**config.mk**
```make
export PLATFORM = sky130hd
export DESIGN_NAME = fpu_alu_arbiter_flat
export DESIGN_NICKNAME = d
export VERILOG_FILES = /design/src/rtl/fpu_alu_arbiter_if.sv /design/src/rtl/fpu_alu_arbiter.sv /design/src/flat_wrapper.sv
export SDC_FILE = /design/constraint.sdc
export NUM_CORES = 1
export LEC_CHECK = 0
export ABC_CLOCK_PERIOD_IN_PS = 23700
export CAP_MARGIN = 20
export CORE_AREA = 2 2 271 273
export CTS_CLUSTER_DIAMETER = 60
export CTS_CLUSTER_SIZE = 24
export DETAILED_ROUTE_END_ITERATION = 8
export DIE_AREA = 0 0 273 275
export REMOVE_ABC_BUFFERS = 1
export SYNTH_ARGS = -nofsm -noshare
export SYNTH_HDL_FRONTEND = slang
export SYNTH_SLANG_ARGS = --single-unit
```
**constraint.sdc**
```tcl
create_clock -name clk -period 23.7 [get_ports clk]
set_input_delay 4.74 -clock clk [delete_from_list [all_inputs] [get_ports clk]]
set_output_delay 4.74 -clock clk [all_outputs]
set_load 0.05 [all_outputs]
```
**src/rtl/fpu_alu_arbiter_if.sv**
```systemverilog
// Handshake bundle between two add/subtract requesters, the shared-datapath arbiter and the result consumer.
interface fpu_alu_arbiter_if #(parameter int WIDTH = 64);
  logic             req0_valid, req0_ready, req0_op, req0_a_sign, req0_b_sign;
  logic [WIDTH-1:0] req0_a, req0_b;
  logic             req1_valid, req1_ready, req1_op, req1_a_sign, req1_b_sign;
  logic [WIDTH-1:0] req1_a, req1_b;
  logic             rsp_valid, rsp_ready, rsp_id, rsp_sign;
  logic [WIDTH:0]   rsp_result;

  modport master (
    output req0_valid, req0_op, req0_a, req0_a_sign, req0_b, req0_b_sign,
    output req1_valid, req1_op, req1_a, req1_a_sign, req1_b, req1_b_sign,
    output rsp_ready,
    input  req0_ready, req1_ready,
    input  rsp_valid, rsp_id, rsp_result, rsp_sign
  );

  modport slave (
    input  req0_valid, req0_op, req0_a, req0_a_sign, req0_b, req0_b_sign,
    input  req1_valid, req1_op, req1_a, req1_a_sign, req1_b, req1_b_sign,
    input  rsp_ready,
    output req0_ready, req1_ready,
    output rsp_valid, rsp_id, rsp_result, rsp_sign
  );
endinterface

```
**src/rtl/fpu_alu_arbiter.sv**
```systemverilog
// Round-robin arbiter sharing one sign-magnitude add/subtract datapath between two requesters,
// with a single-entry registered result slot tagged by requester ID.
module fpu_alu_arbiter #(
  parameter int WIDTH = 64
) (
  input  logic             clk,
  input  logic             rst,
  fpu_alu_arbiter_if.slave bus
);

  logic             last_q, last_d;
  logic             rsp_valid_q, rsp_valid_d;
  logic             rsp_id_q, rsp_id_d;
  logic             rsp_sign_q, rsp_sign_d;
  logic [WIDTH:0]   rsp_result_q, rsp_result_d;

  logic             can_accept, grant0, grant1, ready0, ready1, accept;
  logic             op_sel, a_sign_sel, b_sign_sel;
  logic [WIDTH-1:0] a_sel, b_sel;
  logic signed [WIDTH+1:0] sa, sb, r;
  logic [WIDTH+1:0] r_mag;
  logic             res_sign;
  logic [WIDTH:0]   res_mag;

  // Grant/ready decode: the slot may take a new op when empty or being drained this cycle.
  always_comb begin
    can_accept = !rsp_valid_q || bus.rsp_ready;
    grant0     = bus.req0_valid && (!bus.req1_valid || last_q);
    grant1     = bus.req1_valid && (!bus.req0_valid || !last_q);
    ready0     = !rst && can_accept && grant0;
    ready1     = !rst && can_accept && grant1;
    accept     = ready0 || ready1;
  end

  assign bus.req0_ready = ready0;
  assign bus.req1_ready = ready1;

  always_comb begin
    // NOTE: every always_comb output gets a default first so no path leaves it unassigned and infers a latch.
    op_sel     = bus.req0_op;
    a_sel      = bus.req0_a;
    a_sign_sel = bus.req0_a_sign;
    b_sel      = bus.req0_b;
    b_sign_sel = bus.req0_b_sign;
    if (grant1) begin
      op_sel     = bus.req1_op;
      a_sel      = bus.req1_a;
      a_sign_sel = bus.req1_a_sign;
      b_sel      = bus.req1_b;
      b_sign_sel = bus.req1_b_sign;
    end

    // Two guard bits keep a +/- sum of two WIDTH-bit magnitudes exact.
    sa = {2'b00, a_sel};
    sb = {2'b00, b_sel};
    if (a_sign_sel) sa = -sa;
    if (b_sign_sel) sb = -sb;
    r        = op_sel ? (sa - sb) : (sa + sb);
    res_sign = r[WIDTH+1];
    r_mag    = res_sign ? -r : r;
    res_mag  = r_mag[WIDTH:0];
  end

  always_comb begin
    last_d       = last_q;
    rsp_valid_d  = rsp_valid_q && !bus.rsp_ready;
    rsp_id_d     = rsp_id_q;
    rsp_sign_d   = rsp_sign_q;
    rsp_result_d = rsp_result_q;
    if (accept) begin
      last_d       = grant1;
      rsp_valid_d  = 1'b1;
      rsp_id_d     = grant1;
      rsp_sign_d   = res_sign;
      rsp_result_d = res_mag;
    end
  end

  always_ff @(posedge clk or posedge rst) begin
    if (rst) begin
      last_q       <= 1'b1;
      rsp_valid_q  <= 1'b0;
      rsp_id_q     <= 1'b0;
      rsp_sign_q   <= 1'b0;
      rsp_result_q <= '0;
    end else begin
      // NOTE: state registers use non-blocking assignments so every register samples pre-edge values.
      last_q       <= last_d;
      rsp_valid_q  <= rsp_valid_d;
      rsp_id_q     <= rsp_id_d;
      rsp_sign_q   <= rsp_sign_d;
      rsp_result_q <= rsp_result_d;
    end
  end

  assign bus.rsp_valid  = rsp_valid_q;
  assign bus.rsp_id     = rsp_id_q;
  assign bus.rsp_sign   = rsp_sign_q;
  assign bus.rsp_result = rsp_result_q;

endmodule

```
**src/flat_wrapper.sv**
```systemverilog
// flat-port wrapper written by rule: the top's interface ports become plain ports
module fpu_alu_arbiter_flat 
#(
  parameter int WIDTH = 64
)
  (clk, rst, bus_req0_valid, bus_req0_op, bus_req0_a, bus_req0_a_sign, bus_req0_b, bus_req0_b_sign, bus_req1_valid, bus_req1_op, bus_req1_a, bus_req1_a_sign, bus_req1_b, bus_req1_b_sign, bus_rsp_ready, bus_req0_ready, bus_req1_ready, bus_rsp_valid, bus_rsp_id, bus_rsp_result, bus_rsp_sign);
  fpu_alu_arbiter_if #(.WIDTH(WIDTH)) bus_i ();
  input  logic clk;
  input  logic rst;
  input wire logic [$bits(bus_i.req0_valid)-1:0] bus_req0_valid;
  input wire logic [$bits(bus_i.req0_op)-1:0] bus_req0_op;
  input wire logic [$bits(bus_i.req0_a)-1:0] bus_req0_a;
  input wire logic [$bits(bus_i.req0_a_sign)-1:0] bus_req0_a_sign;
  input wire logic [$bits(bus_i.req0_b)-1:0] bus_req0_b;
  input wire logic [$bits(bus_i.req0_b_sign)-1:0] bus_req0_b_sign;
  input wire logic [$bits(bus_i.req1_valid)-1:0] bus_req1_valid;
  input wire logic [$bits(bus_i.req1_op)-1:0] bus_req1_op;
  input wire logic [$bits(bus_i.req1_a)-1:0] bus_req1_a;
  input wire logic [$bits(bus_i.req1_a_sign)-1:0] bus_req1_a_sign;
  input wire logic [$bits(bus_i.req1_b)-1:0] bus_req1_b;
  input wire logic [$bits(bus_i.req1_b_sign)-1:0] bus_req1_b_sign;
  input wire logic [$bits(bus_i.rsp_ready)-1:0] bus_rsp_ready;
  output wire logic [$bits(bus_i.req0_ready)-1:0] bus_req0_ready;
  output wire logic [$bits(bus_i.req1_ready)-1:0] bus_req1_ready;
  output wire logic [$bits(bus_i.rsp_valid)-1:0] bus_rsp_valid;
  output wire logic [$bits(bus_i.rsp_id)-1:0] bus_rsp_id;
  output wire logic [$bits(bus_i.rsp_result)-1:0] bus_rsp_result;
  output wire logic [$bits(bus_i.rsp_sign)-1:0] bus_rsp_sign;
  assign bus_i.req0_valid = bus_req0_valid;
  assign bus_i.req0_op = bus_req0_op;
  assign bus_i.req0_a = bus_req0_a;
  assign bus_i.req0_a_sign = bus_req0_a_sign;
  assign bus_i.req0_b = bus_req0_b;
  assign bus_i.req0_b_sign = bus_req0_b_sign;
  assign bus_i.req1_valid = bus_req1_valid;
  assign bus_i.req1_op = bus_req1_op;
  assign bus_i.req1_a = bus_req1_a;
  assign bus_i.req1_a_sign = bus_req1_a_sign;
  assign bus_i.req1_b = bus_req1_b;
  assign bus_i.req1_b_sign = bus_req1_b_sign;
  assign bus_i.rsp_ready = bus_rsp_ready;
  assign bus_req0_ready = bus_i.req0_ready;
  assign bus_req1_ready = bus_i.req1_ready;
  assign bus_rsp_valid = bus_i.rsp_valid;
  assign bus_rsp_id = bus_i.rsp_id;
  assign bus_rsp_result = bus_i.rsp_result;
  assign bus_rsp_sign = bus_i.rsp_sign;
  fpu_alu_arbiter #(.WIDTH(WIDTH)) u_core (.clk(clk), .rst(rst), .bus(bus_i));
endmodule
```
==> impl_metrics.toml <==
[run_status]
status = "finished, final reports clean"

[die]
initial_core_util = 0.248
ios = 337
dieArea_um2 = 75100
coreArea_um2 = 72300
num_rows = 99
die_w_um = 273
die_h_um = 275

[drt]
drtIter0Drc = 1568
firstDrtPassIters = 5
top_layer = "met5"
wl_met1_mm = 34.0
drc_errors = 0
routed_wl_mm = 73.9
wl_per_cell_um = 19.5
postRouteAntennaNets = 0
vias_per_cell = 5.59
dr_wl_met2_mm = 34.2
vias = 21200
wl_met3_mm = 4.01

[synth]
syn-instance-count = 2600
synthMostInstantiatedCell = "nand2_1"
yosys.area.top_type = "dfrtp_1"
ys_async_sr_fraction = 1.00
yosysWarnings = 0
yosysSeqAreaShare = 0.0964
synth-edff-count = 0
synthDistinctLibCells = 97
synth_top_flop_cell = "dfrtp_1"
synth-seq-cells = 69
synth_common_cells = "nand2_1, nor2_1, a21oi_1"
syn_avg_cell_area_um2 = 6.89
synth_area_um2 = 17900
netlist.area_leader.share = 0.0949
netlist_top_cells_area = "dfrtp_1, mux2i_1, xnor2_1"

[place]
hpwl_mm = 61.5
pre_cts_slack_ps = 9010
placed_cells = 3764
port_buffers = 336
gp_congestion = 0.897
dpl-instance-area_um2 = 22100

[timing]
tightest_slew_ps = 1020
finalSetupViolations = 0
final.period_utilization = 0.611
rsz0062_at_grt = "false"
holdWs_ps = 474
skew_ps = 6.98
finalMaxSlewViolations = 0
post-route-min-period_ps = 14470
relSlewSlack = 0.301
max_freq_ghz = 0.0691
report.final.hold_viol_count = 0
setup_tns_ps = 0
worst_slack_ps = 9230

[global_routing]
grt_pass1_vias = 19400
grt_first_pass_wirelength_mm = 113
antenna_found_initial = 2
overflow = 0
grt_max_degree = 90
grt_util_all_layers = 0.187

[pwr]
power_density_nw_per_um2 = 107
p_leak_nw = 8.24
max-vdd-ir-drop_v = 0.0000501
power.total_mw = 2.40

[setup_path]
crit_end = "u_core.bus.rsp_result[38]"
critPathCaptureType = "flop"
arrival_ps = 14700
cpPeakStageDelay_ps = 910
worst_path_max_delay_cell = "buf_4"
crit_path_start = "bus_req0_valid"
r2r_cells = 27
cp.depth = 28
cp_top_family = "simple AND/OR/NAND/NOR gates"
critPathKind = "in2reg"
rr_endpoint = "u_core.bus.rsp_result[38]"
critical_path_required_ps = 23930
crit_top_cell = "buf_4"
worst-path-max-fanout = 89
cp.buffers_inverters = 5
r2r_slack_ps = 13590
cp-start-kind = "input port"
crit-reg2reg-launch = "u_core.last_q"

[clocking]
worstSkewPairLatency_ps = 350
cts_tree = "yes"
h-tree-depth = 3
path_clk_slew_ps = 60
ctsHoldBuffers = 0
clockBufferDepth = 2
cts_buffers = 9
cts_root_buf = "clkbuf_16"
cts_resized = 0
cts.sinks = 69
cts_setup_buffers = 0

[layout]
instances_no_fill = 3783
nets = 3162
fin_area_um2 = 22400
syn2layout_area_growth_pct = 24.8
layout-drive-gt1-share = 0.0390
utilization = 0.309

[flow_run]
maxCapViolCount = 0

[hold_path]
hp-class = "reg2reg"
[worst min-delay path, stage by stage (launching register included)]
cell and delay, ps:
dfrtp_1 340, nand2_1 50, nand3_1 50
[cells in the final DEF (no fill, tap or decap), types with 12 or more instances in the layout]
cell type / n
a2111oi_0: 15
a211oi_1: 31
a21o_1: 32
a21oi_1: 174
a22oi_1: 19
a31oi_1: 60
a41oi_1: 12
and2_1: 49
and3_1: 32
and4_1: 18
buf_4: 22
clkdlybuf4s50_1: 336
dfrtp_1: 68
ha_1: 76
inv_1: 37
mux2_2: 18
mux2i_1: 131
nand2_1: 262
nand2b_1: 15
nand3_1: 106
nand4_1: 71
nor2_1: 222
nor2b_1: 23
nor3_1: 121
nor4_1: 55
nor4b_1: 14
o211ai_1: 29
o21a_1: 33
o21ai_0: 121
o21bai_1: 15
o31ai_1: 27
or2_2: 20
or3_1: 62
or4_1: 35
xnor2_1: 119
xor2_1: 88
[metal layers]
metal / track usage / vias up
met3: 0.0214 / 94
met5: 0 / -
met1: 0.257 / 9978
met2: 0.311 / 676
li1: - / 10400
met4: 0.0480 / 4
[layout make-up]
type,count,area [µm²]
Clock inverter,4,50.0
Tap cell,959,1200
Multi-Input combinational cell,2338,15500
Antenna cell,1,2.50
Clock buffer,12,246
Inverter,39,146
Sequential cell,69,1730
Fill cell,7968,50000
Timing Repair Buffer,361,3540
[sequential cells by signal (all words and copies together) (netlist names)]
name and cells:
u_core.last_q 1, u_core.bus.rsp_valid 1, u_core.bus.rsp_id 1, u_core.bus.rsp_result 65, u_core.bus.rsp_sign 1
[logic make-up after synthesis]
family | after synthesis | share of synthesized area
compound gates | 746 | 0.283
xor+xnor | 207 | 0.101
flops | 69 | 0.0964
buf+inv | 193 | 0.0435
fa+ha+maj | 77 | 0.0542
mux | 151 | 0.0858
simple gates | 1157 | 0.336
[worst min-delay path by stage]
stage / from / to / slack (ps) / cells after the start
2_1_floorplan: u_core.last_q / u_core.last_q / 510 / 1
3_5_place_dp: u_core.bus.rsp_result[27] / u_core.bus.rsp_result[27] / 470 / 2
5_1_grt: u_core.bus.rsp_result[27] / u_core.bus.rsp_result[27] / 510 / 2
4_1_cts: u_core.bus.rsp_result[27] / u_core.bus.rsp_result[27] / 480 / 2
3_3_place_gp: u_core.bus.rsp_result[36] / u_core.bus.rsp_result[36] / 470 / 2
6_report: u_core.bus.rsp_result[27] / u_core.bus.rsp_result[27] / 470 / 2
[report_power, final]
part	internal, mW	switching, mW
logic	0.708	1.34
clock network	0.0843	0.0559
registers	0.176	0.0383
Note: power is estimated with default switching activity, not from simulation.
